### src/rtl/fft_frame_ctrl.sv
// Frame sequencer for a streaming FFT datapath with fixed latency LAT: input framing,
// sof delay line, output burst counter. Define FFT_FRAME_BITREV_EN for bit-reversed out_idx_o.
module fft_frame_ctrl #(
  parameter int N   = 32,
  parameter int LAT = 40
) (
  input  logic                 clk,
  input  logic                 rst,
  input  logic                 valid_i,
  input  logic                 flush_i,
  output logic                 ready_o,
  output logic                 sof_o,
  output logic                 stage_en_o,
  output logic                 valid_o,
  output logic [$clog2(N)-1:0] out_idx_o,
  output logic                 eof_o,
  output logic [7:0]           frame_cnt_o,
  output logic                 err_o
);
  localparam int            IW   = $clog2(N);
  localparam logic [IW-1:0] LAST = IW'(N-1);

  typedef enum logic [1:0] {IDLE, LOAD, ERR} state_t;

  state_t         state, state_n;
  logic [IW-1:0]  in_cnt, in_cnt_n, out_cnt, out_cnt_n, idx_n;
  logic [LAT-1:0] sof_pipe, drop, keep, pipe_n;
  logic           rdy_q, accept, sof_n, gap, dsof, valid_n, eof_n, stage_n;

  // rdy_q holds ready low until the first edge after reset release
  assign ready_o = rdy_q && (state != ERR) && !flush_i;
  assign accept  = valid_i && ready_o;

  // in_cnt is the index of the sample expected this cycle; 0 in LOAD means a frame just closed
  always_comb begin
    state_n  = state;
    in_cnt_n = in_cnt;
    sof_n    = 1'b0;
    gap      = 1'b0;
    case (state)
      IDLE: if (accept) begin
        state_n  = LOAD;
        in_cnt_n = IW'(1);
        sof_n    = 1'b1;
      end
      LOAD: if (in_cnt == '0) begin
        if (accept) begin
          in_cnt_n = IW'(1);
          sof_n    = 1'b1;
        end else begin
          state_n = IDLE;
        end
      end else if (accept) begin
        in_cnt_n = in_cnt + 1'b1;
      end else begin
        gap      = 1'b1;
        state_n  = ERR;
        in_cnt_n = '0;
      end
      ERR: if (sof_pipe == '0 && !valid_o) state_n = IDLE;
      default: state_n = IDLE;
    endcase
  end

  // The partial frame's sof entered the pipe in_cnt edges ago, so it now sits at in_cnt-1
  always_comb begin
    drop = '0;
    for (int i = 0; i < LAT; i++)
      if (gap && int'(in_cnt) == i + 1) drop[i] = 1'b1;
  end

  assign keep = sof_pipe & ~drop;
  assign dsof = keep[LAT-1];

  always_comb begin
    pipe_n    = keep << 1;
    pipe_n[0] = sof_n;
  end

  // A delayed sof always restarts the burst, which chains back-to-back frames seamlessly
  always_comb begin
    valid_n   = valid_o;
    out_cnt_n = out_cnt;
    if (dsof) begin
      valid_n   = 1'b1;
      out_cnt_n = '0;
    end else if (valid_o) begin
      if (out_cnt == LAST) begin
        valid_n   = 1'b0;
        out_cnt_n = '0;
      end else begin
        out_cnt_n = out_cnt + 1'b1;
      end
    end
  end

  assign eof_n   = valid_n && (out_cnt_n == LAST);
  assign stage_n = (state_n == LOAD) || (pipe_n != '0) || valid_n;

`ifdef FFT_FRAME_BITREV_EN
  always_comb begin
    idx_n = '0;
    for (int i = 0; i < IW; i++) idx_n[i] = out_cnt_n[IW-1-i];
  end
`else
  assign idx_n = out_cnt_n;
`endif

  always_ff @(posedge clk or negedge rst) begin
    if (!rst) begin
      state       <= IDLE;
      in_cnt      <= '0;
      out_cnt     <= '0;
      sof_pipe    <= '0;
      rdy_q       <= 1'b0;
      sof_o       <= 1'b0;
      stage_en_o  <= 1'b0;
      valid_o     <= 1'b0;
      out_idx_o   <= '0;
      eof_o       <= 1'b0;
      frame_cnt_o <= '0;
      err_o       <= 1'b0;
    end else begin
      rdy_q <= 1'b1;
      if (flush_i) begin
        state      <= IDLE;
        in_cnt     <= '0;
        out_cnt    <= '0;
        sof_pipe   <= '0;
        sof_o      <= 1'b0;
        stage_en_o <= 1'b0;
        valid_o    <= 1'b0;
        out_idx_o  <= '0;
        eof_o      <= 1'b0;
      end else begin
        state       <= state_n;
        in_cnt      <= in_cnt_n;
        out_cnt     <= out_cnt_n;
        sof_pipe    <= pipe_n;
        sof_o       <= sof_n;
        stage_en_o  <= stage_n;
        valid_o     <= valid_n;
        out_idx_o   <= idx_n;
        eof_o       <= eof_n;
        frame_cnt_o <= frame_cnt_o + {7'd0, eof_o};
        err_o       <= err_o | gap;
      end
    end
  end

endmodule

### config.mk
export PLATFORM = sky130hd
export DESIGN_NAME = fft_frame_ctrl
export DESIGN_NICKNAME = d
export VERILOG_FILES = /design/src/rtl/fft_frame_ctrl.sv
export SDC_FILE = /design/constraint.sdc
export NUM_CORES = 1
export LEC_CHECK = 0
export CAP_MARGIN = 40
export CORE_ASPECT_RATIO = 0.5
export CORE_MARGIN = 2
export CORE_UTILIZATION = 56
export DETAILED_ROUTE_END_ITERATION = 8
export PLACE_DENSITY = 0.77
export SLEW_MARGIN = 20
export SYNTH_ARGS = -nofsm -noshare
export SYNTH_HDL_FRONTEND = slang
export SYNTH_SLANG_ARGS = --single-unit
### constraint.sdc
create_clock -name clk -period 7 [get_ports clk]
set_clock_uncertainty 0.15 [all_clocks]
set_input_delay 1.4 -clock clk [delete_from_list [all_inputs] [get_ports clk]]
set_output_delay 1.4 -clock clk [all_outputs]
set_load 0.005 [all_outputs]
==> flow_summary_export.csv <==
group,metric,value,unit
die,core,5540,sq um
power,power_density,227,nW/um^2
synthesis,syn-cell-area,3250,sq um
synthesis,synth_top_family_by_area,"simple AND/OR/NAND/NOR gates",
worst_setup_path,critPathMaxFanout,60,
run_status,status,"finished, final reports clean",
clock_tree,insertion_delay,330,ps
clock_tree,cts_max_path_buffers,2,
worst_setup_path,cpMaxStageDelayCell,"clkdlybuf4s50_1",
sta,period_needed,4140,ps
die,die-area,6470,sq um
sta,slew_violations,0,
die,initial_core_util,58.8,%
placement,dpl.hpwl,5230,um
cells_and_area,antenna_cells,0,
clock_tree,hold_buffers,0,
synthesis,synth_top_flop_cell,"dfrtp_1",
worst_setup_path,cpLargestDelayFamily,"buffers and inverters",
sta,grt_setup_unrepaired,"false",
hold_path,hold_path.class,"flip-flop to flip-flop",
worst_setup_path,critPathKind,"input pin to output pin",
die,ioPinCount,23,
cells_and_area,final_cell_mix,"65 x dfrtp_1, 37 x nor2_1, 21 x nor2b_1, 20 x clkdlybuf4s50_1, 16 x inv_1",
detailed_routing,drc,0,
detailed_routing,viasPerCell,6.59,
worst_setup_path,cp.arrival,2590,ps
power,p_leak,0.00167,uW
synthesis,syn_area_per_cell,10.1,sq um
sta,max_clock_freq,0.241,GHz
sta,setup_viol,0,
global_routing,antenna_found_initial,0,
synthesis,synth_xor_area_share,1.61,%
global_routing,grt-ovfl-total,0,
worst_setup_path,start_kind,"input pin",
synthesis,yosysUniqueCellTypes,56,
global_routing,grt_pass1_wl,13000,um
synthesis,synthSimpleGateAreaFrac,23.5,%
clock_tree,root_buffer,"clkbuf_16",
cells_and_area,regArea,1630,sq um
synthesis,synth_warnings,0,
sta,fin_crit_sh,59.2,%
sta,maxSlewHeadroom,42.1,%
cells_and_area,finalNetCount,352,
synthesis,synthAdderAreaFrac,3.84,%
detailed_routing,num_vias,2742,
synthesis,yosysSeqAreaShare,50.0,%
worst_setup_path,critPathMaxStageDelay,530,ps
synthesis,synth-compound-area-share,14.6,%
detailed_routing,wl_per_cell,18.7,um
cells_and_area,nFillCells,390,
clock_tree,cts-resized-gates,0,
clock_tree,cts_buffers,9,
worst_setup_path,cp_num_buf_inv,3,
worst_setup_path,cp-end-kind,"output pin",
placement,portBuffers,22,
clock_tree,postCtsSetupBuffers,0,
die,fp.dieW,112,um
synthesis,ys_seq_elements,65,
global_routing,grt_max_degree,66,
global_routing,grt.total_usage,26.2,%
clock_tree,htreeDepth,3,
die,rows,19,
sta,worstMarginPinSlew,856,ps
worst_setup_path,crit_chain,"buf_2 > buf_4 > nor3b_1 > clkdlybuf4s50_1",
synthesis,muxShareOfSynthArea,2.00,%
detailed_routing,wl,7790,um
clock_tree,cts_tree,"yes",
sta,setup_tns,0,ps
cells_and_area,layoutNonFillerInstCount,416,
synthesis,synth_edf_count,0,
detailed_routing,drtIter0Drc,482,
clock_tree,clkTransAtPathRegs,60,ps
clock_tree,cts.sinks,65,
power,irDropWorstVdd,0.173,mV
detailed_routing,drt_pre_antenna_iters,6,
worst_setup_path,r2r_slack,4070,ps
placement,dp.cells,399,
synthesis,synth_nets,337,
run,cap_violations,0,
placement,gp_congestion,0.963,
global_routing,grt_pass1_vias,2607,
detailed_routing,ant_nets,0,
cells_and_area,multi_input_area,1490,sq um
worst_setup_path,critPathRequiredTime,5450,ps
synthesis,synth-async-reset-ratio,100,%
synthesis,syn_inst,323,
cells_and_area,final_common_cell,"dfrtp_1",
cells_and_area,area_growth_syn_to_layout,17.1,%
die,die_h,57.9,um
cells_and_area,drive_gt1_share,8.75,%
sta,hold_violations,0,
synth_stat cells (6+ instances only):
| cell type | number | area (sq um) |
|---|---|---|
| clkbuf_1 | 16 | 60.1 |
| dfrtp_1 | 65 | 1630 |
| ha_1 | 10 | 125 |
| inv_1 | 16 | 60.1 |
| nand2_1 | 13 | 48.8 |
| nand2b_1 | 11 | 68.8 |
| nand3_1 | 7 | 35.0 |
| nor2_1 | 37 | 139 |
| nor2b_1 | 21 | 131 |
| nor3_1 | 11 | 55.1 |
| nor4_1 | 9 | 56.3 |
| o21ai_0 | 7 | 35.0 |
| o41ai_1 | 8 | 70.1 |
| or3_1 | 6 | 37.5 |
layer usage:
layer / global-route usage, % / vias to the layer above / wire length (um)
met4: 9.35 / 0 / 190
met5: 0 / - / 0
li1: - / 1207 / -
met3: 8.47 / 24 / 813
met2: 39.0 / 196 / 3300
met1: 36.8 / 1315 / 3490
kinds of logic (layout without fill, tap and decap cells):
kind of cell,count (synthesis),in the layout
adders and majority gates,10,10
buffers and inverters,37,57
and+or+nand+nor,139,139
AOI/OAI and AO/OA,59,59
other,1,1
muxes,6,6
xor gates and xnor gates,6,6
DFF,65,65
worst paths after layout:
check / cells after the start / to / start
max: 4 / ready_o / flush_i
min: 1 / frame_cnt_o[7] / frame_cnt_o[7]
max reg2reg: 7 / stage_en_o / in_cnt[1]
min reg2reg: 1 / frame_cnt_o[7] / frame_cnt_o[7]
max in group asynchronous: 3 / stage_en_o / rst
min in group asynchronous: 2 / sof_pipe[37] / rst
flip-flops by register name, indices dropped and copies added (netlist names):
| signal | count |
|---|---|
| out_cnt | 5 |
| sof_pipe | 40 |
| frame_cnt_o | 8 |
| eof_o | 1 |
| rdy_q | 1 |
| state | 2 |
| in_cnt | 5 |
| valid_o | 1 |
| stage_en_o | 1 |
| err_o | 1 |
cell type report:
cell class / count / share of cell area, %
Timing Repair Buffer: 25 / 6.43
Multi-Input combinational cell: 221 / 39.0
Tap cell: 73 / 2.40
Inverter: 16 / 1.58
Sequential cell: 65 / 42.7
Clock buffer: 9 / 5.91
Clock inverter: 7 / 2.07
report_power, final:
group / switching (uW) / internal, uW
clock: 171 / 279
combinational: 23.1 / 12.2
sequential: 2.80 / 379
per-stage QoR:
stage	setup slack (ps)	hold slack (ps)	cell area [sq um]	utilization (%)	power, uW
floorplan	3410	315	3250	-	405
CTS	2870	325	3790	68.5	872
detailed placement	2870	314	3490	63.0	422
global route	2820	331	3810	68.8	897
global placement	2880	308	3490	63.0	421
finish	2860	324	3810	68.8	867
Power figures use the tool's default switching activity.
==> RTL change, RTL diff (same settings) <==
`N`: 32 -> 16.
--- a/src/rtl/fft_frame_ctrl.sv
+++ b/src/rtl/fft_frame_ctrl.sv
@@ -1,7 +1,7 @@
 // Frame sequencer for a streaming FFT datapath with fixed latency LAT: input framing,
 // sof delay line, output burst counter. Define FFT_FRAME_BITREV_EN for bit-reversed out_idx_o.
 module fft_frame_ctrl #(
-  parameter int N   = 32,
+  parameter int N   = 16,
   parameter int LAT = 40
 ) (
   input  logic                 clk,
Ports: changed (resized out_idx_o); port bits go from 23 to 22. No check against the original RTL was run, so the function may have changed too.
==> RTL change against the original RTL <==
Synthesized area is 13% lower; clock power is 20% lower; wire length is 30% lower; sequential cell count is 2 lower; sequential share of layout area is 4.2 points higher; total power is 12% lower; worst setup slack better by 0.026 ns; cell area is 12% lower.
==> RTL change: results <==
[drt]
wl_met3_um = 330
avgViaCountPerCell = 5.71
met1_length_um = 2690
top_layer = "met4"
first_iter_violations = 248
first_pass_iters = 5
wl_met2_um = 2350
wl_um = 5430

[pwr]
combPwrFrac = 0.045
leakagePower_nw = 1.49
p_int_mw = 0.600
vdd_drop_max_mv = 0.155

[clock_network]
cts_root_buffer = "clkbuf_8"
clock_latency_ns = 0.34
clock_path_buffers = 2
numCtsBuffers = 9
htreeDepth = 3
cts_setup_buffers = 0

[worst_setup_path]
r2r_end = "stage_en_o"
timing.critical_path.from = "flush_i"
worst_setup_path_start_kind = "primary input"
reg2reg_depth = 6
ff2ff_setup_slack_ns = 4.77
reg2reg_from = "in_cnt[0]"
arrival_ns = 2.57
critPathMaxFanout = 45

[placement]
hpwl_um = 3660
place_congestion = 0.891
portBuffers = 21
dp_slack_ns = 2.88
dpl_cell_area_um2 = 3100

[min_path]
whs_path_depth = 1
holdCritStartpoint = "frame_cnt_o[7]"
hold_end = "frame_cnt_o[7]"

[synth]
synth.distinct_cells = 52
synthTopCellsByCount = "63 x dfrtp_1, 27 x nor2b_1, 19 x nor2_1, 14 x nand2_1, 13 x inv_1"
synth_area_leaders = "dfrtp_1 56%, nor2b_1 6.0%, ha_1 3.1%, a311oi_1 2.8%, nor2_1 2.5%"
seq_area_frac_synth = 0.556
synth-async-reset-ratio = 1.00
ys.warnings.count = 0
syn-num-nets = 269
synth_ff_type = "dfrtp_1"

[run_status]
status = "complete, no violations"

[global_routing]
grt_max_degree = 64
antenna_found_initial = 0
grt_pass1_wl_um = 9190
grt_usage = 0.215
grt_pass1_vias = 1898

[final_layout]
fillCellCount = 393
drive_gt1_frac = 0.108
reg_top3 = "sof_pipe (40), frame_cnt_o (8)"
finalNetCount = 293

[timing]
worst_hold_slack_ns = 0.321
tightest_slew_ns = 0.526
## RTL change: metal layers
metal | vias up | track usage
met1 | 995 | 0.303
met5 | - | 0
li1 | 962 | -
met4 | 0 | 0.0800
met3 | 8 | 0.0714
met2 | 74 | 0.314
## RTL change: critical path: stages
cell,delay [ns]
buf_2,0.27
buf_12,0.25
and3b_1,0.20
clkdlybuf4s50_1,0.43
## RTL change: cell type report
class	instances	area, um^2	area share
Multi-Input combinational cell	171	1160	0.345
Clock inverter	5	80.1	0.0238
Sequential cell	63	1580	0.469
Inverter	13	48.8	0.0145
Clock buffer	11	151	0.0450
Tap cell	70	87.6	0.0261
Timing Repair Buffer	24	255	0.0759
## RTL change: power by group through the flow
| stage | logic [mW] | registers, mW | clock network, mW |
|---|---|---|---|
| after floorplan | 0.0152 | 0.376 | 0 |
| after CTS | 0.0328 | 0.370 | 0.367 |
| after detailed placement | 0.0325 | 0.377 | 0 |
| after global placement | 0.0307 | 0.377 | 0 |
| final | 0.0341 | 0.370 | 0.358 |
| after global routing | 0.0383 | 0.370 | 0.384 |
## RTL change: kinds of logic after synthesis
logic type                 Yosys count  share of synthesized area
other                                1                    0.00132
AOI/OAI and AO/OA                   44                      0.113
and+or+nand+nor                    107                      0.224
xor gates and xnor gates             8                     0.0247
adders and majority gates            7                     0.0309
DFF                                 63                      0.556
buffers and inverters               24                     0.0353
muxes                                4                     0.0150
## RTL change: worst max-delay path by stage
stage | end | slack (ns)
finish | ready_o | 2.88
global route | ready_o | 2.80
CTS | ready_o | 2.87
detailed placement | ready_o | 2.88
global placement | ready_o | 2.62
floorplan | ready_o | 3.30
## RTL change: through the flow
step / utilization / instances
after floorplan: - / 258
after global placement: 0.628 / 339
after detailed placement: 0.632 / 340
after CTS: 0.679 / 356
after global routing: 0.685 / 357
final: 0.685 / 357
